$ cat src/rtl/rm_pkg.sv
// Shared definitions for the RISC machine: instruction field positions,
// one-hot register-select encodings and opcode constants.
package rm_pkg;

  localparam int OPC_MSB = 15;
  localparam int OPC_LSB = 13;
  localparam int OP_MSB  = 12;
  localparam int OP_LSB  = 11;
  localparam int RN_MSB  = 10;
  localparam int RN_LSB  = 8;
  localparam int RD_MSB  = 7;
  localparam int RD_LSB  = 5;
  localparam int SH_MSB  = 4;
  localparam int SH_LSB  = 3;
  localparam int RM_MSB  = 2;
  localparam int RM_LSB  = 0;

  typedef enum logic [2:0] {
    NSEL_RN = 3'b001,
    NSEL_RD = 3'b010,
    NSEL_RM = 3'b100
  } nsel_t;

  localparam logic [2:0] OPC_ILLEGAL = 3'b000;
  localparam logic [2:0] MOV         = 3'b110;
  localparam logic [2:0] ALU         = 3'b101;
  localparam logic [2:0] LDR         = 3'b011;
  localparam logic [2:0] STR         = 3'b100;
  localparam logic [2:0] HLT         = 3'b111;

endpackage

$ cat src/rtl/reg_sel_mux.sv
// One-hot 3:1 register-number mux; any select that is not exactly one-hot
// yields register 0 so a corrupted select never addresses a random register.
module reg_sel_mux
  import rm_pkg::*;
(
  input  logic [2:0] nsel_i,
  input  logic [2:0] rn_i,
  input  logic [2:0] rd_i,
  input  logic [2:0] rm_i,
  output logic [2:0] sel_o
);

  always_comb begin
    sel_o = 3'b000;
    case (nsel_i)
      NSEL_RN: sel_o = rn_i;
      NSEL_RD: sel_o = rd_i;
      NSEL_RM: sel_o = rm_i;
      default: sel_o = 3'b000;
    endcase
  end

endmodule

$ cat src/rtl/instruction_decoder.sv
// Combinational field decode of the 16-bit instruction word, plus a sticky
// flag that remembers any undefined opcode seen since the last reset.
module instruction_decoder
  import rm_pkg::*;
(
  input  logic        clk,
  input  logic        reset,
  input  logic [15:0] in,
  input  logic [2:0]  nsel,
  output logic [2:0]  opcode,
  output logic [1:0]  op,
  output logic [1:0]  ALUop,
  output logic [1:0]  shift,
  output logic [15:0] imm8,
  output logic [15:0] imm5,
  output logic [2:0]  readnum,
  output logic [2:0]  writenum,
  output logic        illegal,
  output logic        err_sticky
);

  logic [2:0] regnum;
  logic       err_q;
  logic       err_d;

  assign opcode = in[OPC_MSB:OPC_LSB];
  assign op     = in[OP_MSB:OP_LSB];
  assign ALUop  = in[OP_MSB:OP_LSB];
  // Shift is passed raw; the controller masks it for opcodes that ignore it.
  assign shift  = in[SH_MSB:SH_LSB];

  assign imm8 = {{8{in[7]}}, in[7:0]};
  assign imm5 = {{11{in[4]}}, in[4:0]};

  assign illegal = (in[OPC_MSB:OPC_LSB] == OPC_ILLEGAL);

  reg_sel_mux u_reg_sel_mux (
    .nsel_i (nsel),
    .rn_i   (in[RN_MSB:RN_LSB]),
    .rd_i   (in[RD_MSB:RD_LSB]),
    .rm_i   (in[RM_MSB:RM_LSB]),
    .sel_o  (regnum)
  );

  // Read and write ports share one mux so they can never disagree.
  assign readnum  = regnum;
  assign writenum = regnum;

  assign err_d = err_q | illegal;

  always_ff @(posedge clk or posedge reset) begin
    if (reset) begin
      err_q <= 1'b0;
    end else begin
      err_q <= err_d;
    end
  end

  assign err_sticky = err_q;

endmodule

$ cat config.mk
export PLATFORM = sky130hd
export DESIGN_NAME = instruction_decoder
export DESIGN_NICKNAME = d
export VERILOG_FILES = /design/src/rtl/rm_pkg.sv /design/src/rtl/reg_sel_mux.sv /design/src/rtl/instruction_decoder.sv
export SDC_FILE = /design/constraint.sdc
export NUM_CORES = 1
export LEC_CHECK = 0
export ABC_AREA = 1
export CORE_MARGIN = 10
export CORE_UTILIZATION = 23
export CTS_CLUSTER_DIAMETER = 150
export CTS_CLUSTER_SIZE = 16
export DETAILED_ROUTE_END_ITERATION = 10
export GPL_TIMING_DRIVEN = 0
export HOLD_SLACK_MARGIN = 0.05
export PLACE_DENSITY_LB_ADDON = 0.05
export SETUP_SLACK_MARGIN = 0.3
export SLEW_MARGIN = 20
export SYNTH_ARGS = -nofsm -noshare
export SYNTH_HDL_FRONTEND = slang
export SYNTH_SLANG_ARGS = --single-unit
$ cat constraint.sdc
create_clock -name clk -period 1 [get_ports clk]
set_clock_uncertainty 0.2 [all_clocks]
set_input_delay 0.1 -clock clk [delete_from_list [all_inputs] [get_ports clk]]
set_output_delay 0.1 -clock clk [all_outputs]
set_load 0.05 [all_outputs]
* Yosys cells after proc, flatten, opt, wreduce, memory -nomap -nowiden *
Cells that the tools add are included.

word-level totals
  register bits after elaboration = 1
  logic and storage cells = 7

operators by class
  equality and inequality tests = 3
  multiplexer cells = 1
  bitwise operators = 1
  reductions and logical operators = 1

operators with widths
  cell                                           number
  case mux 3 bit (3 select lines)                1
  == test 3 x 1 -> 1 bit, second input constant  1
  == test 3 x 2 -> 1 bit, second input constant  1
  == test 3 bit, second input constant           1
  logical NOT 3 bit                              1
  OR 1 bit                                       1

* Logic depth before layout (Yosys ltp) *
  depth in word-level cells = 2
  depth in mapped cells = 4
  gate-level depth less buffers = 3

* By module *
Synthesis repeated with hierarchy kept, for this count alone.

unflattened totals
  cells, all modules = 68
  area, all modules = 466.7 µm²

modules (own cells, without submodules)
  module               instances  cells each  area each (µm²)  sequential area each (µm²)
  instruction_decoder  1          52          381.6            25.0
  reg_sel_mux          1          16          85.1             0.0

* Worst setup path after synthesis *
Ideal clock, no wire load.

  path type = input to output
  start point = in nsel[2]
  end point = out writenum[0]
  arrival time = 1.035 ns
  data required time = 0.700 ns
  slack = -0.335 ns
  stages = 4
  path buffers = 1
  cells stage by stage = inv_1 nand4_1 nand3_1 buf_4

between the ends
  longest elaborated chain between the ends = 2
  elaborated cells on any way between the ends = 4
  those cells by class = eq/ne (3); mux (1)

ends and longest elaborated chain
  what                                   line                       RTL
  start: declaration                     instruction_decoder.sv:9   input logic [2:0] nsel,
  == test 3 bit (tied with other cells)  reg_sel_mux.sv:15          case (nsel_i)
  case mux 3 bit (3 select lines) *      reg_sel_mux.sv:15
  end: declaration                       instruction_decoder.sv:17  output logic [2:0] writenum,

Mark *: on every way between the ends. The rest lies on a longest branch, timed or not.

* Worst setup path in the final report *
  start point = in in[9]
  end point = out writenum[1]

between the ends
  longest elaborated chain between the ends = 1

ends and longest elaborated chain
  what                             line                      RTL
  start: declaration               instruction_decoder.sv:8  input logic [15:0] in,
  case mux 3 bit (3 select lines)  reg_sel_mux.sv:15

Every way passes these cells.

==> results.md <==
- The maximum number of pins on one net before global-route repair is 15.
- The final critical path time including I/O delays and setup is 1.09 ns.
- In the post-route analysis, the smallest setup slack over all paths is -0.0896 ns.
- The area growth from synthesis to layout is 225%.
- The kind of end point of the critical path is an output port.
- The number of vias per cell after detailed routing is 3.84.
- The transition time of the tightest slew-check pin is 0.153 ns.
- The share of synthesized area occupied by flip-flops and latches is 0.0543.
- The final count of pins violating max slew came to 0.
- On the critical path, the stage with the largest delay is an instance of sky130_fd_sc_hd__dlygate4sd2_1.
- The via count of the first global-routing pass is 711.
- The post-detailed-route wirelength per cell is 13.5 um.
- When the netlist entered floorplanning its net count stood at 85.
- The maximum fanout count along the critical path is 2.
- The library cell used most frequently in the layout, excluding fill and tap cells, is sky130_fd_sc_hd__buf_4.
- The initial antenna violation count is 0.
- The most used cell along the critical path is sky130_fd_sc_hd__buf_8.
- The power density of the placed cells is 700 nW/um2.
- For this configuration, the core starts out at a cell density of 0.237.
- The final route contains 615 vias.
- The number of standard-cell rows in the floorplan is 16.
- Walking the worst path, the cells encountered are dlygate4sd2_1 > nand4_1 > nand3_4 > buf_8 > buf_8.
- After clock tree synthesis, the clock-pin slew on the worst setup and hold paths is 0 ns.
- Detailed placement finished with a half-perimeter wire length of 1890 um.
- The internal reg-to-reg setup slack is 0.07 ns.
- Setup repair after global routing could not meet its margin everywhere.
- At the end of the flow the core is filled with cells to 0.770.
- The number of DRC violations after detailed-routing iteration 0 is 3.
- The routed wire length is 2160 um.
- By startpoint and endpoint, the worst setup path is classified as input port to output port.
- The all-layer global routing usage is 0.0995.
- The worst hold slack is 0.0401 ns.
- The synthesized cell area is 460 um2.
- The critical path's top delay family is buffers and inverters.
- Of the available clock period, the critical path in the final layout requires 1.09.
- The checks that failed: setup timing.
- Headroom to the max-slew limit came out at 0.898.
- Total power for the finished layout comes to 1.05 mW.
- The type of the tightest min-delay check is input port to async pin.
- The final setup violation count is 5.
- The global-route congestion overflow total is 0.
- The leakage component of the power is 0.763 nW.
- In this run the horizontal extent of the chip is 64.7 um.
- The register bit count reported by yosys is 1.
- The wire length of the first global-routing pass is 3550 um.
- The I/O pin total is 70.
- The detail route stage leaves a number of antenna-violating nets equal to 0.
- The count of endpoints failing hold in the final timing report is 0.
- The flow ran to the end, but the final reports show violations.
- The buffers plus inverters on the worst setup path is 3.
- The number of different library cells in the post-synthesis netlist is 9.
- The clock latency at the later pin of the worst-skew pair is 0 ns.
- In the layout the commonest cells are sky130_fd_sc_hd__buf_4, sky130_fd_sc_hd__buf_8, sky130_fd_sc_hd__buf_6, sky130_fd_sc_hd__nand4_1.
- The gate count of the mapped netlist is 64.
- On the worst path, the slowest cell contributes a delay of 0.23 ns.
- The number of antenna diodes is 0.
- The number of max-cap violations is 0.
- The worst path required time is 0.70 ns.
- For this run, the detailed router's first-pass iteration total came to 2.
- For this run, the post-layout net count is 156.
- After routing the design area is 1500 um2.
- The placed instances occupy a cell area of 1230 um2.
- The number of flip-flops under the largest register name was 1.
- The data arrival time of the critical path is 0.79 ns.
- The sort of element at the start of the critical path is an input port.
- After filler insertion, the fill cell instance count of the layout stands at 153.
- The maximum ir drop on the vdd rail is 0.000452 V.
- The mean area per synthesized cell is 7.19 um2.
- The share of layout cells above drive strength 1 is 0.910.
- For this run, the number of Yosys warnings is 0.
- The core area is 1940 um2.
- The die covers 4190 um2.
- For this run, design rule violations remaining after detail routing come to 0.
- The count of buffers added on input and output ports is 65.
- The floorplan step set the die height to 64.7 um.
- The congestion estimate from routability-driven global placement came to 0.672.
- Based on the critical path, the design can be clocked at up to 918 MHz.
==> layer usage <==
metal / GRT usage / wire [um]
met3: 0.0704 / 359
met1: 0.0927 / 611
met4: 0 / 0
met5: 0 / 0
met2: 0.185 / 1190
==> per-stage QoR <==
step / std cells / TNS [ns] / worst slack (ns)
finish: 160 / -0.309 / -0.0896
global route: 160 / -0.589 / -0.131
CTS: 157 / -0.355 / -0.0904
detailed placement: 156 / -33.28 / -1.28
global placement: 156 / -32.96 / -1.26
floorplan: 64 / -0.0467 / -0.0467
==> logic make-up after synthesis <==
| family | Yosys count | synth area share |
|---|---|---|
| buf+inv | 48 | 0.750 |
| simple gates | 15 | 0.196 |
| flops | 1 | 0.0543 |
==> what timing repair did <==
| action | 4_1_cts | 5_1_grt |
|---|---|---|
| pin swaps | 13 | 6 |
| hold endpoints to repair | 1 | 0 |
| resized for setup | 452 | 6 |
| gates cloned | 0 | 0 |
| buffers inserted | 1 | 3 |
| endpoints found under the setup margin | 50 | 29 |
==> synthesized netlist by cell type (all sizes together) <==
| library cell | instances | area [um2] |
|---|---|---|
| buf | 44 | 330 |
| nand3 | 6 | 30.0 |
| nand4 | 6 | 37.5 |
| inv | 4 | 15.0 |
| dfrtp | 1 | 25.0 |
| nor2 | 1 | 6.26 |
| nor3 | 1 | 10.0 |
| or2 | 1 | 6.26 |
==> report_power, final <==
part           internal (mW)  total, mW  switching [mW]  leakage (nW)
Clock                      0          0               0             0
Combinational          0.467       1.01           0.539         0.755
Sequential            0.0413     0.0414       0.0000886       0.00844
Total                  0.508       1.05           0.539         0.763
==> worst paths after layout <==
path                                            from              endpoint  cells past startpoint
worst max-delay path                           in[9]           writenum[1]                      5
worst min-delay path                           reset  err_sticky$_DFF_PP0_                      2
max in group asynchronous                      reset  err_sticky$_DFF_PP0_                      2
worst max register to register  err_sticky$_DFF_PP0_  err_sticky$_DFF_PP0_                      1
worst min register to register  err_sticky$_DFF_PP0_  err_sticky$_DFF_PP0_                      1
min in group clk                              in[15]               illegal                      3
==> final cells by class <==
class	count	area (um2)	area share
plain buffers	44	424	0.284
flip-flops and latches	1	26.3	0.0176
inverters	4	20.0	0.0134
well taps	27	33.8	0.0226
multi-input cells	15	154	0.103
repair buffers	69	837	0.560
Power figures use the tool's default switching activity.
